$ cat src/rtl/pulse_transmitter_program_sequencer.sv
// Symbol program sequencer for the pulse transmitter: walks 2-bit symbols from start to end pc,
// prefetching the next symbol during the timer countdown. Loop support under PULSE_SEQ_LOOP_EN.
module pulse_transmitter_program_sequencer #(
  parameter int NUM_WORDS = 4,
  parameter int PC_W      = $clog2(NUM_WORDS*16)
) (
  input  logic              clk,
  input  logic              rst_n,
  input  logic              start,
  input  logic [PC_W-1:0]   cfg_start_pc,
  input  logic [PC_W-1:0]   cfg_end_pc,
  input  logic [7:0]        cfg_loop_count,
  input  logic [31:0]       cfg_durations,
  input  logic              cfg_idle_level,
  output logic [PC_W-5:0]   mem_addr,
  input  logic [31:0]       mem_rdata,
  output logic              tmr_en,
  output logic              tmr_load,
  output logic [7:0]        tmr_duration,
  input  logic              tmr_done,
  output logic              level_out,
  output logic              busy,
  output logic              loop_pulse,
  output logic              done_irq,
  input  logic              irq_clear
);

  typedef enum logic [1:0] {S_IDLE, S_FETCH, S_ISSUE, S_WAIT} state_e;

  state_e          state_q, state_d;
  logic            start_q;
  logic [PC_W-1:0] pc_q, pc_d;
  logic            last_q, last_d;
  logic            final_q, final_d;
  logic            pf_valid_q, pf_valid_d;
  logic            pf_level_q, pf_level_d;
  logic            pf_last_q, pf_last_d;
  logic [7:0]      pf_dur_q, pf_dur_d;
  logic            level_q, level_d;
  logic [7:0]      dur_q, dur_d;
  logic            loop_q, loop_d;
  logic            done_q, done_d;
  logic            wrap;

  logic [1:0]      cur_sym;
  logic [7:0]      cur_dur;
  logic            cur_last;

  assign cur_sym  = mem_rdata[{pc_q[3:0], 1'b0} +: 2];
  assign cur_dur  = cfg_durations[{cur_sym, 3'b000} +: 8];
  assign cur_last = (pc_q == cfg_end_pc);

`ifdef PULSE_SEQ_LOOP_EN
  logic [7:0] loops_left_q, loops_left_d;
  // loops_left of 0 marks an infinite program since it never decrements from 0
  assign wrap = (loops_left_q != 8'd1);
`else
  logic unused_loop_cfg;
  assign unused_loop_cfg = ^cfg_loop_count;
  assign wrap = 1'b0;
`endif

  always_comb begin
    state_d    = state_q;
    pc_d       = pc_q;
    last_d     = last_q;
    final_d    = final_q;
    pf_valid_d = pf_valid_q;
    pf_level_d = pf_level_q;
    pf_last_d  = pf_last_q;
    pf_dur_d   = pf_dur_q;
    level_d    = level_q;
    dur_d      = dur_q;
    loop_d     = 1'b0;
    done_d     = done_q & ~irq_clear;
`ifdef PULSE_SEQ_LOOP_EN
    loops_left_d = loops_left_q;
`endif

    case (state_q)
      S_IDLE: begin
        level_d = cfg_idle_level;
        if (start && !start_q) begin
          pc_d    = cfg_start_pc;
          final_d = 1'b0;
`ifdef PULSE_SEQ_LOOP_EN
          loops_left_d = cfg_loop_count;
`endif
          state_d = S_FETCH;
        end
      end
      S_FETCH: begin
        last_d  = cur_last;
        level_d = cur_sym[1];
        dur_d   = cur_dur;
        state_d = S_ISSUE;
      end
      S_ISSUE: begin
        pf_valid_d = 1'b0;
        state_d    = S_WAIT;
        if (!last_q) begin
          pc_d = pc_q + 1'b1;
        end else if (wrap) begin
          pc_d   = cfg_start_pc;
          loop_d = 1'b1;
`ifdef PULSE_SEQ_LOOP_EN
          if (loops_left_q != 8'd0) loops_left_d = loops_left_q - 8'd1;
`endif
        end else begin
          final_d = 1'b1;
        end
      end
      S_WAIT: begin
        if (!pf_valid_q && !final_q) begin
          pf_level_d = cur_sym[1];
          pf_dur_d   = cur_dur;
          pf_last_d  = cur_last;
          pf_valid_d = 1'b1;
        end
        if (tmr_done) begin
          if (final_q) begin
            state_d = S_IDLE;
            done_d  = 1'b1;
            level_d = cfg_idle_level;
          end else begin
            // timer may finish before the prefetch slot has been used; read memory directly then
            state_d = S_ISSUE;
            level_d = pf_valid_q ? pf_level_q : cur_sym[1];
            dur_d   = pf_valid_q ? pf_dur_q   : cur_dur;
            last_d  = pf_valid_q ? pf_last_q  : cur_last;
          end
        end
      end
      default: state_d = S_IDLE;
    endcase

    if (state_q != S_IDLE && !start) begin
      state_d = S_IDLE;
      level_d = cfg_idle_level;
      loop_d  = 1'b0;
      done_d  = done_q & ~irq_clear;
    end
  end

  always_ff @(posedge clk or negedge rst_n) begin
    if (!rst_n) begin
      state_q    <= S_IDLE;
      start_q    <= 1'b0;
      pc_q       <= '0;
      last_q     <= 1'b0;
      final_q    <= 1'b0;
      pf_valid_q <= 1'b0;
      pf_level_q <= 1'b0;
      pf_last_q  <= 1'b0;
      pf_dur_q   <= '0;
      level_q    <= 1'b0;
      dur_q      <= '0;
      loop_q     <= 1'b0;
      done_q     <= 1'b0;
`ifdef PULSE_SEQ_LOOP_EN
      loops_left_q <= '0;
`endif
    end else begin
      state_q    <= state_d;
      start_q    <= start;
      pc_q       <= pc_d;
      last_q     <= last_d;
      final_q    <= final_d;
      pf_valid_q <= pf_valid_d;
      pf_level_q <= pf_level_d;
      pf_last_q  <= pf_last_d;
      pf_dur_q   <= pf_dur_d;
      level_q    <= level_d;
      dur_q      <= dur_d;
      loop_q     <= loop_d;
      done_q     <= done_d;
`ifdef PULSE_SEQ_LOOP_EN
      loops_left_q <= loops_left_d;
`endif
    end
  end

  assign busy         = (state_q != S_IDLE);
  assign tmr_en       = busy;
  assign tmr_load     = (state_q == S_ISSUE);
  assign tmr_duration = dur_q;
  assign level_out    = level_q;
  assign loop_pulse   = loop_q;
  assign done_irq     = done_q;
  assign mem_addr     = pc_q[PC_W-1:4];

endmodule
$ cat config.mk
export PLATFORM = sky130hd
export DESIGN_NAME = pulse_transmitter_program_sequencer
export DESIGN_NICKNAME = d
export VERILOG_FILES = /design/src/rtl/pulse_transmitter_program_sequencer.sv
export SDC_FILE = /design/constraint.sdc
export NUM_CORES = 1
export LEC_CHECK = 0
export ABC_AREA = 1
export BUFFER_PORTS_ARGS = -buffer_cell sky130_fd_sc_hd__buf_2
export CORE_ASPECT_RATIO = 0.7
export CORE_MARGIN = 2
export CORE_UTILIZATION = 42
export DETAILED_ROUTE_END_ITERATION = 12
export GPL_ROUTABILITY_DRIVEN = 0
export PLACE_DENSITY_LB_ADDON = 0.1
export SETUP_SLACK_MARGIN = 0.5
export SLEW_MARGIN = 20
export SYNTH_ARGS = -nofsm -noshare
export SYNTH_HDL_FRONTEND = slang
export SYNTH_SLANG_ARGS = --single-unit
$ cat constraint.sdc
create_clock -name clk -period 2.3 [get_ports clk]
set_input_delay 0.46 -clock clk [delete_from_list [all_inputs] [get_ports clk]]
set_output_delay 0.46 -clock clk [all_outputs]
set_load 0.01 [all_outputs]
Word-level counts from Yosys, hierarchy flattened
Index checks and enable logic that the tools add are counted.
Cells by class
  mux-type cells: 30
  bitwise operators: 2
  shifts and indexed selects: 2
  eq/ne operators: 12
  $mul: 0
  reductions and logical operators: 20
  div/mod/pow operators: 0
  order comparisons: 0
  add/sub/neg operators: 1
Operators by type and width (count)
  $shiftx 32x6->2: 1
  $shiftx 32x6->8: 1
  $mux 8: 3
  $pmux 8 s2: 1
  $mux 1: 14
  $mux 6: 2
  $pmux 6 s2: 1
  $ne 2x2->1 const B: 5
  $reduce_and 3->1: 3
  $mux 2: 4
  $pmux 2 s4: 1
  $reduce_and 2->1: 4
  $reduce_bool 2->1: 4
  $add 6x1->6 const B: 1
  $eq 6x6->1: 1
  $ne 3x3->1 const B: 2
  $pmux 1 s2: 3
  $eq 2x2->1 const B: 2
  $logic_not 1->1: 4
  $reduce_bool 4->1: 1
  $logic_and 1x1->1: 3
  $pmux 1 s3: 1
  $eq 2x1->1 const B: 1
  $logic_not 2->1: 1
  3 further kinds: 3
Word-level totals
  bits of input ports: 90
  memories kept: 0
  bits in writable memories: 0
  memory bits (read-only): 0
  output and inout port bits: 16
  logic and storage cells: 79
  latch bits: 0
  flip-flop bits (word level): 32

Depth between registers and ports, before layout
Gate-level depths: netlist of the first run.
  word-level depth: 6
  depth in mapped cells: 15
  mapped depth without buffers: 13

Worst setup path before layout of the first run
OpenSTA, ideal clock, no wires.
  kind: register -> register
  start point: register pc_q[1]
  end point: register dur_q[5], in the netlist tmr_duration[5]
  clock period less this slack: 1.635 ns
  data arrival time: 1.519 ns
  slack: 0.665 ns
  stages on the path, launching flop included: 14
  cells stage by stage: dfrtp_1 buf_4 inv_2 buf_6 nand3_1 nand3_1 nand3_2 nand2_4 buf_6 nand2_1 nand3_1 nand3_1 nand2_1 nand2_1
On the way
  cells in the longest elaborated chain, start to end: 6
Ends and longest elaborated chain
  start, declared: line 32  | logic [PC_W-1:0] pc_q, pc_d;
  start signal, assigned: line 166  | pc_q <= pc_d;
  $shiftx 32x6->2 (*): line 49  | assign cur_sym = mem_rdata[{pc_q[3:0], 1'b0} +: 2];
  $shiftx 32x6->8 (*): line 50  | assign cur_dur = cfg_durations[{cur_sym, 3'b000} +: 8];
  $mux 8: line 129  | dur_d = pf_valid_q ? pf_dur_q : cur_dur;
  $mux 8: line 121  | if (final_q) begin
  $mux 8: line 120  | if (tmr_done) begin
  $pmux 8 s2 (*): line 80  | case (state_q)
  end signal, assigned: line 174  | dur_q <= dur_d;
  end, declared: line 40  | logic [7:0] dur_q, dur_d;
Mark *: on every way between the ends. The rest lies on a longest branch, timed or not. The select of a mux whose other input is x is not followed.
A chain may end at the register's enable or synchronous reset.

Worst setup path in the final report of the first run
  start point: register pc_q[0]
  end point: register dur_q[7], in the netlist tmr_duration[7]
Same word-level chain as after synthesis.

==> summary.txt, run 1 <==
Largest net degree at the start of global routing -> 33
Cells after DPL -> 552
Worst EP required -> 2.53 ns
First-pass GRT wire length -> 10.8 mm
Yosys top cell by area -> dfrtp_1
GRT Overall Usage -> 21.5%
Vias in the first global route -> 2357
Drt total wl -> 6.98 mm
Relative slew margins -> 50.7%
Starting Density -> 43.1%
Fillers -> 564
Ant. Diodes -> 0
Routing usage on met1 -> 32.5%
Post-Syn Nets -> 483
Ports -> 106
Worst Setup End Kind -> register
Vias per cell -> 4.81
Final #Nets -> 596
Routed Antenna Nets -> 0
Remaining global-route overflow -> 0
Count of different cell masters after synthesis -> 35
Maximum clock path buffer count -> 2
Initial antenna violation count -> 0
Post-synthesis register bit count -> 32
# setup viols final -> 0
Period minus WS final -> 1.83 ns
Hold-fix buffers at CTS -> 0
Clk sinks -> 32
WS Path Type -> register to register
Worst-path clk slew -> 0.07 ns
Die width -> 95.4 um
Slew @ Worst Pin -> 0.740 ns
Area Overhead vs Synth -> 40.8%
I/O Buffers -> 96
H-tree levels -> 2
Multi-input gate area -> 0.00149 sq mm
Synth Cell Area -> 0.00246 sq mm
CTS tree -> yes
Startpoint types -> register
Power, Total -> 0.00526 W
Max IR drop VDD -> 0.636 mV
Status -> finished, final reports clean
DRT Pass-1 Iters -> 4
Share of the yosys chip area belonging to registers -> 32.6%
Cells after Synth -> 392
Top cells by area, synth -> dfrtp_1 (33%), nand2_1 (19%), nand3_1 (10%)
Post-DR wirelength/cell -> 12.0 um
CTS Buf Count -> 5
Register area -> 802 sq um
Post-Syn Area per Cell -> 6.27 sq um
Routed vias -> 2792
DRC -> 0
Fmax achieved -> 546 MHz
Placeable core area -> 0.00570 sq mm
Post-Layout Inst Area -> 0.00346 sq mm
Max Slew Vio Count -> 0
HP Class -> input pin to asynchronous set/reset pin
TNS Setup -> 0 ns
RSZ-0062 raised after global routing -> yes
CP arrival -> 2.06 ns
Share of the synthesized area in the top cell type -> 32.6%
DIE AREA -> 0.00649 sq mm
Fraction of layout cells with a size suffix above 1 -> 33.8%
Placed Area -> 0.00295 sq mm
LEAKAGE -> 1.99 nW
Die H -> 68.0 um
Crit-path max FO -> 7
Clk_lat worst skew -> 0.29 ns
Met3 Resource Use GR -> 5.40%
GR Util met2 -> 30.8%
PwrDens -> 1520 mW/mm^2
FP Rows -> 23
Clock skew -> 0.00740 ns
Synth warn -> 0
Layout Cells excl Fill -> 581
Clock Root Buffer -> clkbuf_8
Initial drt markers -> 165
Count of final hold-check violations -> 0
HPWL Detailed -> 4.75 mm
Max-cap violations -> 0
Busiest grt layer -> met1
Period utilization -> 79.6%
## registers in the layout, summed over array words and instances (netlist names), 2 cells and up
name,flops
pf_dur_q,8
tmr_duration,8
state_q,2
pc_q,6
## cells in the mapped netlist (all sizes together)
library cell and n:
buf 12, nand4 1, nor2 37, xor2 3, nand3b 8, inv 63, nor3b 2, a211oi 1
nand2 128, ha 1, o22ai 2, nor3 4, a21oi 9, conb 1, clkinv 2, nand3 51
o21a 1, xnor2 2, a2bb2oi 1, a31oi 2, clkbuf 5, o21ai 23, o31ai 1, dfrtp 32
## cell type report
class / instances / area share (%)
Multi-Input combinational cell: 280 / 42.9
Tap cell: 75 / 2.71
Inverter: 65 / 7.56
Timing Repair Buffer: 121 / 20.5
Clock buffer: 6 / 2.10
Sequential cell: 32 / 23.2
Clock inverter: 2 / 1.01
## report_power, final
group          internal (W)  switching (W)  total (W)
Clock              0.000321       0.000215   0.000536
Sequential         0.000836       0.000204    0.00104
Combinational       0.00149        0.00219    0.00368
## path summary, 6_finish.rpt
kind                       slack [ns]       startpoint              end  depth (start not counted)
min in group clk                 0.32            start          start_q                          1
hold reg to reg                  0.47  tmr_duration[0]  tmr_duration[0]                          2
setup / recovery                 0.47          pc_q[0]  tmr_duration[7]                         11
hold / removal                   0.23            rst_n          pc_q[4]                          1
max in group asynchronous        1.54            rst_n          pc_q[0]                          1
setup reg to reg                 0.47          pc_q[0]  tmr_duration[7]                         11
## cell usage in the layout (no fill, tap or decap), drive strengths merged
cell type  Yosys  routed
nand2        128     129
buf           12     121
inv           63      63
nand3         51      51
nor2          37      37
dfrtp         32      32
o21ai         23      23
a21oi          9      10
nand3b         8       8
clkbuf         5       6
nor3           4       4
xor2           3       3
a31oi          2       2
o22ai          2       2
nor3b          2       2
xnor2          2       2
clkinv         2       2
clkinvlp       0       1
o31ai          1       1
nand4          1       1
o21a           1       1
a211oi         1       1
a2bb2oi        1       1
ha             1       1
conb           1       1
bufinv         0       1
## stage by stage
stage | util [%] | hold slack (ns) | setup slack [ns]
after floorplan | - | 0.164 | 0.665
after global placement | 51.8 | 0.462 | 0.255
after detailed placement | 51.8 | 0.462 | 0.226
after CTS | 56.3 | 0.241 | 0.491
after global routing | 60.7 | 0.274 | 0.313
final | 60.7 | 0.226 | 0.469
## worst max-delay path, cell delays in order, from the launching register on
cell,delay [ns]
dfrtp_2,0.49
buf_6,0.16
nor2_1,0.11
nor2_1,0.06
o21ai_2,0.06
nand3_2,0.09
buf_4,0.17
a21oi_4,0.24
nand3_1,0.13
nand3_1,0.12
nand2_1,0.08
nand2_1,0.06
## layer usage
metal,vias up,share of wire [%]
met5,-,0
met4,0,1.1
met3,8,8.4
met2,106,42
met1,1234,49
li1,1444,-
## logic make-up after synthesis
group | Yosys count | share of synthesized area, %
flip-flops | 32 | 32.6
AO/OA/AOI/OAI | 40 | 9.26
other | 1 | 0.153
XOR/XNOR | 5 | 1.78
buffers and inverters | 82 | 15.2
AND/OR/NAND/NOR | 231 | 40.5
adder cells (fa/ha/maj) | 1 | 0.509
## repair_timing
item                       4_1_cts  5_1_grt
setup buffers                    9       10
pin swaps                        5        5
setup endpoints to repair       19       23
cloned                           2        0
gates resized for setup         15       44
(Power assumes the default switching activity.)
==> run 2, diff against run 1 <==
ABC_AREA = 0   (was 1)
clock period = 1.5 ns   (was 2.3 ns; I/O delays follow)
==> run 2 against run 1 <==
Register-to-register slack worse by 1.3 ns. Global-route usage is 1.9 points higher. Largest power group unchanged. Area after synthesis grew 3.6%. Sequential power up 40%. The flow now finishes with violations (negative setup slack). Critical path depth is 1 lower. Cell area grew 13%.
==> summary.txt, run 2 <==
Post-DR wirelength/cell -> 16.0 um
CTS tree -> yes
Routed Antenna Nets -> 0
Clk_lat worst skew -> 0.29 ns
Hold-fix buffers at CTS -> 0
DRC -> 0
Ys flop type -> dfrtp_1
Crit-path max FO -> 8
Post-synthesis register bit count -> 32
Count of final hold-check violations -> 0
Remaining global-route overflow -> 0
Buf/Inv on CP -> 4
Commonest non-fill, non-tap cell in the layout -> buf_2
Post-Syn Nets -> 376
Clock skew -> 0.00356 ns
Yosys top cell by area -> dfrtp_1
Async SR Flop Fraction -> 100%
FP Rows -> 23
Critical-path cell list -> buf_12 -> buf_6 -> mux4_2 -> mux2i_4 -> buf_12 -> buf_16 -> mux2i_4 -> nor2b_2 -> o21ai_1 -> a31oi_1
Share of the synthesized area in the top cell type -> 31.4%
# setup viols final -> 22
I/O Buffers -> 96
Worst EP required -> 1.67 ns
GR Util met2 -> 35.0%
First-pass GRT wire length -> 12.6 mm
Worst Setup End Kind -> register
Max IR drop VDD -> 1.12 mV
Vias in the first global route -> 2555
Period utilization -> 154%
PwrDens -> 1690 mW/mm^2
Cells after Synth -> 285
Clock Root Buffer -> clkbuf_8
TNS Setup -> -12.99 ns
Routing usage on met1 -> 34.4%
Vias per cell -> 5.41
CP endpoint -> tmr_duration[6]
Maximum clock path buffer count -> 2
Ports -> 106
Flop2flop setup slack -> -0.80 ns
Busiest grt layer -> met2
Post-Syn Area per Cell -> 8.93 sq um
Fmax achieved -> 434 MHz
HPWL Detailed -> 5.46 mm
DRT Pass-1 Iters -> 4
Slowest cell on the critical path -> mux4_2
Area Overhead vs Synth -> 53.0%
Max-cap violations -> 0
Share of the yosys chip area belonging to registers -> 31.4%
Hold Worst Slack -> 0.0369 ns
DIE AREA -> 0.00671 sq mm
Most frequent cells in the layout -> buf_2 (91), dfrtp_1 (29), buf_4 (25)
Count of different cell masters after synthesis -> 45
Period minus WS final -> 2.30 ns
Max Slew Vio Count -> 0
Die width -> 97.1 um
Final #Nets -> 508
H-tree levels -> 2
Crit-path max cell delay -> 0.44 ns
WS Path Type -> register to register
Utilization after layout -> 67.3%
Synth warn -> 0
Die H -> 69.1 um
Initial antenna violation count -> 0
RR Startpoint -> pc_q[0]
Cell count along the critical path -> 10
LEAKAGE -> 1.83 nW
Clk sinks -> 32
Initial drt markers -> 117
Largest net degree at the start of global routing -> 33
RR Endpoint -> tmr_duration[6]
Worst-path clk slew -> 0.07 ns
Register area -> 805 sq um
Met3 Resource Use GR -> 5.98%
Post-Layout Inst Area -> 0.00389 sq mm
Multi-input gate area -> 0.00180 sq mm
Failing checks -> negative setup slack
Final WS setup -> -0.805 ns
Routed vias -> 2665
Synth Cell Area -> 0.00255 sq mm
RSZ-0062 raised after global routing -> yes
CP arrival -> 2.47 ns
Drt total wl -> 7.91 mm
Starting Density -> 44.0%
Placed Area -> 0.00329 sq mm
Fraction of layout cells with a size suffix above 1 -> 54.3%
GRT Overall Usage -> 23.3%
HP Class -> input pin to asynchronous set/reset pin
CTS Buf Count -> 5
Post-synth top cells -> dfrtp_1 (32), nor2_1 (25), a21oi_1 (24), mux2i_1 (21), nand2_1 (21)
Top-count cell post-synth -> dfrtp_1
EDFF count, synth -> 0
Delay-heaviest family, CP -> multiplexers
Placeable core area -> 0.00578 sq mm
Startpoint types -> register
Top cells by area, synth -> dfrtp_1 (31%), mux2i_1 (8.3%), a22o_1 (5.5%)
Ant. Diodes -> 0
Cell depth of the worst flop-to-flop path -> 10
Status -> finished with violations
Fillers -> 475
Critical path origin -> pc_q[0]
## run 2: stage by stage
| step | setup slack [ns] | cells | power (W) |
|---|---|---|---|
| after global placement | -0.878 | 462 | 0.00485 |
| after floorplan | -0.708 | 285 | 0.00386 |
| after global routing | -0.901 | 493 | 0.00702 |
| after CTS | -0.741 | 487 | 0.00618 |
| after detailed placement | -0.918 | 462 | 0.00489 |
| final | -0.805 | 493 | 0.00659 |
## run 2: worst min path at each step
stage	to	start	slack [ns]
5_1_grt	level_out	rst_n	0.07
4_1_cts	state_q[1]	rst_n	0.04
2_1_floorplan	done_irq	rst_n	0.004
3_3_place_gp	state_q[1]	rst_n	0.36
6_report	done_irq	rst_n	0.04
3_5_place_dp	state_q[1]	rst_n	0.35
## run 2: what timing repair did
| action | in CTS | in global routing |
|---|---|---|
| endpoints found under the setup margin | 45 | 46 |
| resized for setup | 44 | 40 |
| pin swaps | 15 | 16 |
| cloned | 3 | 0 |
| buffers inserted | 14 | 6 |
## run 2: layout make-up
class	count	share of cell area, %
Tap cell	75	2.41
Inverter	7	0.675
Timing Repair Buffer	148	27.9
Sequential cell	32	20.7
Clock buffer	8	2.31
Multi-Input combinational cell	223	46.1
## run 2: logic make-up after synthesis
logic type      count (synthesis)  synth area share (%)
compound gates                 98                  25.9
xor+xnor                        6                  2.06
fa+ha+maj                       1                 0.491
buf+inv                        30                  6.49
flops                          32                  31.4
mux                            29                  15.5
other cells                     1                 0.147
simple gates                   88                  17.9
## run 2: metal layers
layer | wire, um | up-vias
li1 | - | 1297
met1 | 3610 | 1264
met2 | 3660 | 98
met3 | 577 | 6
met4 | 61 | 0
met5 | 0 | -
## run 2: power breakdown
group / total, W / internal (W) / switching [W]
logic: 0.00442 / 0.00238 / 0.00204
clock network: 0.000703 / 0.000374 / 0.000329
registers: 0.00146 / 0.00120 / 0.000255
